--- src/rtl/arith_divider_pkg.sv ---
// Shared arithmetic types: adder mode select and divider state encoding.
package arith_divider_pkg;

    typedef enum logic {
        ARITH_ADD = 1'b0,
        ARITH_SUB = 1'b1
    } Arith_AddSub_T;

    typedef logic [1:0] Arith_Divider_State_T;

    localparam logic [1:0] DIV_IDLE = 2'd0;
    localparam logic [1:0] DIV_RUN  = 2'd1;
    localparam logic [1:0] DIV_FIX  = 2'd2;

endpackage

--- src/rtl/Arith_addSubtract.sv ---
// Combinational adder/subtractor; status is the carry out (no-borrow in subtract mode).
module Arith_addSubtract
    import arith_divider_pkg::*;
#(
    parameter int WIDTH = 32
) (
    input  logic [WIDTH-1:0] a,
    input  logic [WIDTH-1:0] b,
    input  Arith_AddSub_T    mode,
    output logic [WIDTH-1:0] result,
    output logic             status
);

    logic [WIDTH-1:0] b_eff;
    logic [WIDTH:0]   sum;
    logic             carry_in;

    // Subtraction is a + ~b + 1.
    assign carry_in = (mode == ARITH_SUB);
    assign b_eff    = carry_in ? ~b : b;
    assign sum      = {1'b0, a} + {1'b0, b_eff} + {{WIDTH{1'b0}}, carry_in};
    assign result   = sum[WIDTH-1:0];
    assign status   = sum[WIDTH];

endmodule

--- src/rtl/arith_divider.sv ---
// Multi-cycle restoring divider for DIV/DIVU: one quotient bit per cycle, sign fix-up at the end.
module arith_divider
    import arith_divider_pkg::*;
#(
    parameter int WIDTH = 32
) (
    input  logic             clock,
    input  logic             reset,
    input  logic             start,
    input  logic             signed_op,
    input  logic [WIDTH-1:0] dividend,
    input  logic [WIDTH-1:0] divisor,
    output logic             busy,
    output logic             done,
    output logic [WIDTH-1:0] quotient,
    output logic [WIDTH-1:0] remainder,
    output logic             div_zero
);

    localparam int CW = (WIDTH > 1) ? $clog2(WIDTH) : 1;
    localparam logic [CW-1:0] LAST_ITER = CW'(WIDTH - 1);

    Arith_Divider_State_T state;
    logic [CW-1:0]        count;
    logic [WIDTH-1:0]     part_rem;
    logic [WIDTH-1:0]     quot_reg;
    logic [WIDTH-1:0]     div_mag;
    logic                 neg_q;
    logic                 neg_r;
    logic                 dz_pending;

    logic [WIDTH:0]       p_shift;
    logic [WIDTH:0]       trial;
    logic                 trial_carry_unused;
    logic [WIDTH-1:0]     dividend_mag;
    logic [WIDTH-1:0]     divisor_mag;
    logic                 divisor_zero;

    assign busy = (state != DIV_IDLE);

    assign divisor_zero = (divisor == '0);
    assign dividend_mag = (signed_op && dividend[WIDTH-1]) ? -dividend : dividend;
    assign divisor_mag  = (signed_op && divisor[WIDTH-1])  ? -divisor  : divisor;

    // Partial remainder stays below the divisor after each step, so only the
    // shifted value needs the extra bit.
    assign p_shift = {part_rem, quot_reg[WIDTH-1]};

    Arith_addSubtract #(
        .WIDTH(WIDTH + 1)
    ) u_trial_sub (
        .a      (p_shift),
        .b      ({1'b0, div_mag}),
        .mode   (ARITH_SUB),
        .result (trial),
        .status (trial_carry_unused)
    );

    always_ff @(posedge clock or posedge reset) begin
        if (reset) begin
            state      <= DIV_IDLE;
            count      <= '0;
            part_rem   <= '0;
            quot_reg   <= '0;
            div_mag    <= '0;
            neg_q      <= 1'b0;
            neg_r      <= 1'b0;
            dz_pending <= 1'b0;
            done       <= 1'b0;
            quotient   <= '0;
            remainder  <= '0;
            div_zero   <= 1'b0;
        end else begin
            done <= 1'b0;
            case (state)
                DIV_IDLE: begin
                    if (start) begin
                        count      <= '0;
                        part_rem   <= '0;
                        div_mag    <= divisor_mag;
                        dz_pending <= divisor_zero;
                        neg_q      <= signed_op && !divisor_zero && (dividend[WIDTH-1] ^ divisor[WIDTH-1]);
                        neg_r      <= signed_op && !divisor_zero && dividend[WIDTH-1];
                        // On divide by zero the raw dividend is parked here for the remainder.
                        quot_reg   <= divisor_zero ? dividend : dividend_mag;
                        state      <= divisor_zero ? DIV_FIX : DIV_RUN;
                    end
                end
                DIV_RUN: begin
                    if (!trial[WIDTH]) begin
                        part_rem <= trial[WIDTH-1:0];
                        quot_reg <= {quot_reg[WIDTH-2:0], 1'b1};
                    end else begin
                        part_rem <= p_shift[WIDTH-1:0];
                        quot_reg <= {quot_reg[WIDTH-2:0], 1'b0};
                    end
                    count <= count + 1'b1;
                    if (count == LAST_ITER) begin
                        state <= DIV_FIX;
                    end
                end
                DIV_FIX: begin
                    if (dz_pending) begin
                        quotient  <= '1;
                        remainder <= quot_reg;
                    end else begin
                        quotient  <= neg_q ? -quot_reg : quot_reg;
                        remainder <= neg_r ? -part_rem : part_rem;
                    end
                    div_zero <= dz_pending;
                    done     <= 1'b1;
                    state    <= DIV_IDLE;
                end
                default: begin
                    state <= DIV_IDLE;
                end
            endcase
        end
    end

endmodule

--- config.mk ---
export PLATFORM = sky130hd
export DESIGN_NAME = arith_divider
export DESIGN_NICKNAME = d
export VERILOG_FILES = /design/src/rtl/arith_divider_pkg.sv /design/src/rtl/Arith_addSubtract.sv /design/src/rtl/arith_divider.sv
export SDC_FILE = /design/constraint.sdc
export NUM_CORES = 1
export LEC_CHECK = 0
export BUFFER_PORTS_ARGS = -buffer_cell sky130_fd_sc_hd__clkbuf_2
export CAP_MARGIN = 20
export CORE_AREA = 3 3 147 149
export DETAILED_ROUTE_END_ITERATION = 12
export DIE_AREA = 0 0 150 152
export MAX_ROUTING_LAYER = met4
export PLACE_DENSITY = 0.8
export SLEW_MARGIN = 10
export SYNTH_ARGS = -nofsm -noshare
export SYNTH_HDL_FRONTEND = slang
export SYNTH_HIERARCHICAL = 1
export SYNTH_SLANG_ARGS = --single-unit
--- constraint.sdc ---
create_clock -name clock -period 7.9 [get_ports clock]
set_input_delay 1.58 -clock clock [delete_from_list [all_inputs] [get_ports clock]]
set_output_delay 1.58 -clock clock [all_outputs]
set_load 0.02 [all_outputs]
* After elaboration in Yosys (flattened, before gate mapping)
Cells that the tools add are included.
W data, S select, Z words.
** Operators by class
- Mux-type cells :: 20
- Equality and inequality tests :: 5
- Add/sub/neg operators :: 7
- Reductions and logical operators :: 13
- Bitwise gates (word level) :: 2
** Operators by type and width (number)
- $mux W32 :: 10
- $neg A32 Y32 :: 4
- $pmux W32 S2 :: 2
- $add A33 B1 Y33 const B :: 1
- $add A33 B33 Y33 :: 1
- $not A32 Y33 :: 1
- $logic_not A32 Y1 :: 1
- $pmux W5 S2 :: 1
- $mux W2 :: 3
- $reduce_and A2 Y1 :: 3
- $add A5 B1 Y5 const B :: 1
- $eq A5 B5 Y1 const B :: 1
- $logic_and A1 B1 Y1 :: 5
- $mux W5 :: 1
- $ne A2 B2 Y1 const B :: 2
- $pmux W2 S2 :: 1
- $reduce_bool A2 Y1 :: 2
- $eq A2 B1 Y1 const B :: 1
- $eq A2 B2 Y1 const B :: 1
- $logic_not A2 Y1 :: 1
- $mux W1 :: 2
- $logic_not A1 Y1 :: 1
- $xor A1 B1 Y1 :: 1
** Word-level totals
- Bits of input ports :: 68
- Word-level logic and storage cells :: 59
- Flip-flop bits (word level) :: 172
- Output and inout bits :: 67

* Logic depth before layout (Yosys ltp)
Gate-level depths: netlist of run 1.
- Depth in word-level cells :: 5
- Mapped depth :: 15

* Modules after synthesis
The synthesis of run 1 kept the hierarchy.
** Modules (own cells, without submodules)
- arith_divider :: area each 9845.7 um2, seq. area each 4304.1 um2, instances 1, cells each 1129
- Arith_addSubtract :: area each 2381.0 um2, seq. area each 0.0 um2, instances 1, cells each 346

* Worst setup path after synthesis of run 1
OpenSTA, ideal clock, no wires.
- Kind :: input port to flip-flop
- Start :: in dividend[16]
- End :: reg quot_reg[25]
- Arrival :: 3.474 ns
- Path slack :: 4.297 ns
- Data required time :: 7.771 ns
- Buffers on the path :: 1
- Stages on the path :: 7
- Cells stage by stage :: or4_4 or3_1 or4_1 buf_2 o41ai_2 xor2_1 o21ai_1
** On the way
- Word-level cells in the longest chain between the ends :: 5
** Ends and longest elaborated chain
- start: declaration :: line arith_divider.sv:11 : input logic [WIDTH-1:0] dividend,
- $neg A32 Y32 :: line arith_divider.sv:42 : assign dividend_mag = (signed_op && dividend[WIDTH-1]) ? -dividend : dividend;
- $mux W32 :: line arith_divider.sv:42
- $mux W32 :: line arith_divider.sv:85 : quot_reg <= divisor_zero ? dividend : dividend_mag;
- $mux W32 :: line arith_divider.sv:77 : if (start) begin
- $pmux W32 S2 :: line arith_divider.sv:75 : case (state)
- end signal: assignment :: line arith_divider.sv:85
- end signal: assignment :: line arith_divider.sv:92 : quot_reg <= {quot_reg[WIDTH-2:0], 1'b1};
- end signal: assignment :: line arith_divider.sv:95 : quot_reg <= {quot_reg[WIDTH-2:0], 1'b0};
- end: declaration :: line arith_divider.sv:26 : logic [WIDTH-1:0] quot_reg;
No other way between the ends. The select of a mux whose other input is x is not followed.
A chain may end at the register's enable or synchronous reset.

* Final worst setup path of run 1
- Start :: reg quot_reg[31]
- End :: reg part_rem[24]
** On the way
- Word-level cells in the longest chain between the ends :: 4
** Ends and longest elaborated chain
- $add A33 B33 Y33 :: line Arith_addSubtract.sv:21 : assign sum = {1'b0, a} + {1'b0, b_eff} + {{WIDTH{1'b0}}, carry_in};
- $add A33 B1 Y33 :: line Arith_addSubtract.sv:21
- via trial[32] :: line arith_divider.sv:33 : logic [WIDTH:0] trial;
- $mux W32 :: line arith_divider.sv:90 : if (!trial[WIDTH]) begin
- $pmux W32 S2 :: line arith_divider.sv:75
- end signal: assignment :: line arith_divider.sv:91 : part_rem <= trial[WIDTH-1:0];
- end signal: assignment :: line arith_divider.sv:94 : part_rem <= p_shift[WIDTH-1:0];
- end: declaration :: line arith_divider.sv:25 : logic [WIDTH-1:0] part_rem;
The timed path passes the listed nets, and every way through them passes these cells.

==> out/summary.md, run 1 <==
The flow ran to the end, and the final reports show no timing, DRC or antenna violations. The logs give 0 for the count of endpoints failing hold in the final timing report and 238 uV for the worst-case vdd ir drop. The root cell of the clock tree was clkbuf_16. In this run the critical register-to-register path is launched from quot_reg[31]. For the worst-skew pair, the clock arrives at the later sink with an insertion delay of 430 ps. After routing the design area is 13600 um2.

The required time reported for the critical path endpoint was 8160 ps; the post-synthesis instance total was 1469. Between clock sinks in the finished design, the worst skew comes to 12.2 ps. Along the worst path, the maximum fanout reaches 33.

The critical path ends at part_rem[24]. The share of cells above drive strength 1 is 13.4%, and the area after detailed placement is 12900 um2. The worst setup path is launched from a flop. The number of nets in the synthesized netlist is 1576. For this block, the via count after detailed routing is 11500.

The overall die height works out to 152 um. The number of gates resized after CTS was 0. The buffer count from post-CTS setup fixing is 0, and the starting density of the core is 60.1%. At the end of routability-driven placement, the weighted congestion stood at 0.973. Relative to the synthesized area, the layout overhead comes to 11.4%.

The post-synthesis instance area is 12200 um2. For the sum of routed wire length over all layers, the log shows 34800 um. The arrival time of data at the critical path endpoint was 4180 ps; the average instance area after synthesis was 8.30 um2. The maximum clock frequency came out at 255 MHz.

In this run the core area contains 52 standard-cell rows. The worst register-to-register path has a setup slack of 3990 ps. Setup total negative slack on the finished layout was measured at 0 ps. The first global-routing pass estimated 55700 um of wire. The worst hold-check path type is reg -> reg. The total of hold buffers inserted after clock tree synthesis is 0, and the worst slew slack as a fraction of its limit is 29.4%. In this run the deepest clock path goes through 2 buffers.

The detail route stage leaves a number of antenna-violating nets equal to 0. After detailed routing, the number of remaining DRC violations is 0. The count of routing violations after the opening detailed-route iteration was 1170; the all-layer global routing usage was 31.1%. The repair_antennas step left the layout with diodes totalling 0. The worst register-to-register path has a depth of 12.

Launch point of the critical path: quot_reg[31]. TritonCTS created 17 clock buffers. Detailed placement finished with a half-perimeter wire length of 25900 um. During placement, the flow inserted port buffers numbering 134. The total of endpoints with negative setup slack in the final report is 0, and the routed via count divided by cell count is 6.35. The floorplan die area is 22800 um2. The total number of H-tree levels is 4, and the post-layout minimum cycle time is 3910 ps.

TritonCTS built the clock tree. The max-slew violation count was 0. In this run the critical register-to-register path is captured at part_rem[24]. Entering global routing, the biggest net connects 121 pins. The worst path uses 49.5% of the clock period. The total power divided by cell area came out at 467 nW/um2.

Before antenna repair, the detailed router went through 6 iterations. In the final design database the tool counted 1643 nets. The critical path is of the reg -> reg type.

In the final routed layout, each cell accounts on average for 19.1 um. The tree built by TritonCTS fans out to 172 sinks. The run gives 6 as the total of warnings raised by yosys. The core region is 20300 um2.

The tools report the total chip power as 0.00634 W. 135 I/O pins were placed. At the pin with the least slew margin, the transition time is 1060 ps. Setup repair after global routing left no endpoint under its margin. The analysis attributes to cell leakage a power of 6.15 nW.

The via count of the first global-routing pass came out at 10500. The max-cap check violation count was 0; the clock slew at the register clock pins of the worst setup and hold paths was 80 ps. The run gives 1 as the number of antenna violations at the first check in global routing. The kind of end point of the critical path is a flop. In this run the horizontal extent of the chip is 150 um.

The total overflow left after global routing is 0.
==> layout by cell type, fill, tap and decap left out, types with 6 or more instances in the layout <==
cell,instances
o21ai_0,182
dfrtp_1,172
clkbuf_2,134
nand2_1,132
a21oi_1,131
xor2_1,119
nor2_1,100
nand3_1,63
xnor2_1,51
and3_1,45
mux2i_1,38
ha_1,38
inv_1,33
nor3_1,26
o31ai_1,26
clkbuf_16,17
nor4_1,15
a31oi_1,15
buf_4,13
a21o_1,13
or4_1,12
o41ai_1,11
and2_1,9
nand4_1,8
o22ai_1,8
a41oi_1,8
or3_1,6
or2_2,6
==> metal layers <==
metal | GRT usage (%) | share of wire [%]
met3 | 5.00 | 9.8
met5 | - | 0
met2 | 46.5 | 45
met1 | 44.5 | 43
met4 | 7.54 | 1.9
==> worst max-delay path: stages, from the launching register on <==
cell and delay, ps:
dfrtp_1 480, mux2i_2 260, inv_1 90, fa_1 400, a21oi_1 250, o221ai_1 250
a21oi_1 530, o2111ai_1 200, and3_1 190, nor3_2 170, buf_4 500, mux2i_1 280
o21ai_0 120
==> through the flow <==
stage                     hold WS [ps]  setup slack, ps  utilization, %  cells
after detailed placement           475             3960            63.7   1786
after CTS                          493             4100            66.8   1818
after global routing               513             3780            66.9   1819
after global placement             459             4050            63.7   1786
final                              482             3990            66.9   1819
after floorplan                    449             1660               -   1469
==> cell type report <==
type,count,area (um2)
Clock buffer,19,443
Clock inverter,13,171
Fill cell,1714,6720
Inverter,34,133
Multi-Input combinational cell,1163,7400
Sequential cell,172,4300
Tap cell,270,338
Timing Repair Buffer,148,796
==> where the power goes <==
part	switching [W]	internal [W]	leakage [nW]
combinational	0.00214	0.00150	3.64
clock	0.000394	0.000490	0.295
sequential	0.000593	0.00122	2.21
==> worst min path at each step <==
stage,from,endpoint,slack [ps],cells past startpoint
final,quotient[10],quotient[10],480,2
after global routing,quotient[10],quotient[10],510,2
after CTS,quotient[10],quotient[10],490,2
after detailed placement,quotient[10],quotient[10],470,2
after global placement,quotient[7],quotient[7],460,2
after floorplan,count[3],count[3],450,1
Note: power is estimated with default switching activity, not from simulation.
==> run 2: changes to the inputs <==
- CORE_AREA: 3 3 147 149 -> 3 3 155 157
- DIE_AREA: 0 0 150 152 -> 0 0 158 160
- PLACE_DENSITY: 0.8 -> 0.75
- clock period: 7.9 -> 3.4 ns (I/O delays scaled with it)
==> run 2 against run 1 <==
Effect of this change:
- register-to-register slack got worse by 3800 ps
- sequential cell count unchanged
- sequential power grew 120%
- largest power group unchanged
==> out/summary.md, run 2 (same netlist as run 1, synthesis figures left out) <==
The library cell used most frequently in the layout, excluding fill and tap cells, is o21ai_0. Worst hold slack: 412 ps. The worst slack after detailed placement was 63.3 ps. For the number of antenna violations at the first check in global routing, the log shows 0. The final critical path takes up 95.3% of the cycle. The sum of routed wire length over all layers is 37200 um.

Once routing completed, OpenROAD measured the worst setup slack at 159 ps. Leakage power of the design: 6.34 nW. Via count of the first global-routing pass: 10600. The cell family with the largest share of critical-path delay was compound AO/OA/AOI/OAI gates. The clock slew at the register clock pins of the worst setup and hold paths was 80 ps. Setup violations remaining at the end of the flow were counted as 0. The tools report the via count as 11600. At the pin with the least slew margin, the transition time is 1060 ps. For the worst-case clock buffer depth, the log shows 2. The first global-routing pass estimated 58300 um of wire. The run gives 0 as the max-slew violation count.

The flow ran to the end, and the final reports show no timing, DRC or antenna violations. In this run the standard cell core region covers 22600 um2. The count of endpoints failing hold in the final timing report came out at 0. The clock tree synthesis step divided the H-tree into 4 levels. Maximum fanout count along the critical path: 11.

The pre-antenna-repair detailed-routing pass consisted of 5 iterations. Number of nets with antenna violations after detailed routing: 0. Of the cells placed in the final design, the portion with a size suffix greater than 1 is 15.5%.

For the sum of overflow across all layers after global routing, the log shows 0. The buffers plus inverters on the worst setup path is 4. Data arrives at the worst endpoint at 3540 ps. The run gives 0 as the max-cap check violation count. For the routability congestion estimate from global placement, the log shows 0.946. The logs give 3700 ps for the required time reported for the critical path endpoint and 309 MHz for the maximum clock frequency. The filler cells instantiated in the layout total 1969. Quantity of I/O buffers inserted on ports: 134.

The tools report the final-stage net count as 1677. After layout, the minimum clock period comes to 3240 ps. Global routing used 29.6% of the available tracks.

The worst setup path is launched from a flop. Number of CTS-inserted buffers: 17. TritonCTS built the clock tree. The layout overhead on the synthesized area was 14.4%; the number of sinks driven by the clock tree was 172. Area after detailed placement: 13200 um2. The floorplan die area is 25300 um2. Traced cell by cell, the critical path runs through mux2i_2 -> inv_1 -> fa_1 -> a21oi_2 -> o221ai_2 -> a21oi_1 -> buf_4 -> o2111ai_1 -> and3_1 -> nor3_4 -> buf_4 -> buf_6 -> mux2i_1 -> o21ai_0. Root cell of the clock tree: clkbuf_16. In this run the worst hold path is classified as in -> async. The die is 160 um tall.

IR analysis of the VDD net gives a maximum drop of 564 uV. The starting density of the core was 53.9%. In the routed design, unresolved DRC markers number 0.

In this design, the critical path's most frequently occurring cell is buf_4. The largest stage delay on the critical path came out at 420 ps. In the layout the commonest cells are o21ai_0, dfrtp_1, clkbuf_2. The antenna diode count is 0. In this run the power density over the cells is 1110 nW/um2. The finished cells cover 13900 um2. The routed via count divided by cell count works out to 6.19. The kind of end point of the critical path was a flop. Setup skew after layout: 14.6 ps. The wire length per cell after detailed routing works out to 19.9 um.

The floorplan has 55 rows. The number of placed instances, taps included, is 1830. Die extent in x: 158 um. Count of placed standard cells in the final layout, fillers left out: 1868.

Entering global routing, the biggest net connects 95 pins. The worst setup path is of the reg -> reg kind. The clock reaches the later pin of the worst-skew pair after 440 ps. For the worst slew slack as a fraction of its limit, the log shows 29.3%. The library cell contributing the largest single delay on the critical path was dfrtp_1. Detailed placement finished with a half-perimeter wire length of 28100 um.

The tools report the I/O pin count as 135. The total of hold buffers inserted after clock tree synthesis came out at 0. The detailed router finished its first iteration with 1249 violations.
[run 2: cell types whose count changed in the layout (fill, tap and decap cells not counted), sizes merged]
cell and change:
clkinv +5, inv -2, clkbuf -1, buf +33, bufinv -1
[run 2: power by group]
part / internal [W] / total, W / leakage [nW] / switching, W
registers: 0.00284 / 0.00403 / 2.21 / 0.00118
clock network: 0.00107 / 0.00205 / 0.300 / 0.000980
logic: 0.00391 / 0.00936 / 3.83 / 0.00545
[run 2: cell type report]
class                   count  area [um2]  area share, %
repair buffers            182        1110           7.96
clock buffers              17         425           3.05
inverters                  34         131          0.942
multi-input cells        1163        7420           53.2
flip-flops and latches    172        4300           30.9
clock inverters            15         199           1.43
well taps                 285         357           2.56
[run 2: final timing paths]
path | start | end | slack [ps] | cells past startpoint
setup / recovery | div_mag[0] | part_rem[20] | 160 | 14
hold / removal | reset | part_rem[21] | 410 | 2
setup reg to reg | div_mag[0] | part_rem[20] | 160 | 14
hold reg to reg | quotient[10] | quotient[10] | 480 | 2
max in group asynchronous | reset | quotient[27] | 2220 | 3
min in group clock | quotient[10] | quotient[10] | 480 | 2
[run 2: metal layers]
layer / track usage, % / wire length [um] / vias to the layer above / share of wire, %
li1: - / - / 5471 / -
met3: 4.28 / 3670 / 34 / 9.8
met2: 41.3 / 16200 / 578 / 43
met1: 45.3 / 16800 / 5487 / 45
met4: 6.96 / 524 / 0 / 1.4
met5: - / 0 / - / 0
[run 2: per-stage QoR]
step / setup TNS [ps] / power (W) / utilization, %
2_1_floorplan: 0 / 0.0102 / -
3_3_place_gp: 0 / 0.0127 / 58.5
3_5_place_dp: 0 / 0.0129 / 58.5
4_1_cts: 0 / 0.0150 / 61.2
5_1_grt: -213 / 0.0165 / 61.6
6_report: 0 / 0.0154 / 61.6
[run 2: repair_timing]
action                     4_1_cts  5_1_grt
buffers inserted                 0        4
gates resized for setup          0        8
setup endpoints to repair        0       33
[run 2: worst register-to-register path, delay by kind of cell (launching register included)]
family                   cells  cell delay [ps]
multiplexers                 2              500
adder cells (fa/ha/maj)      1              420
AO/OA/AOI/OAI                5              750
AND/OR/NAND/NOR              2              380
flip-flops                   1              420
buffers and inverters        4              640
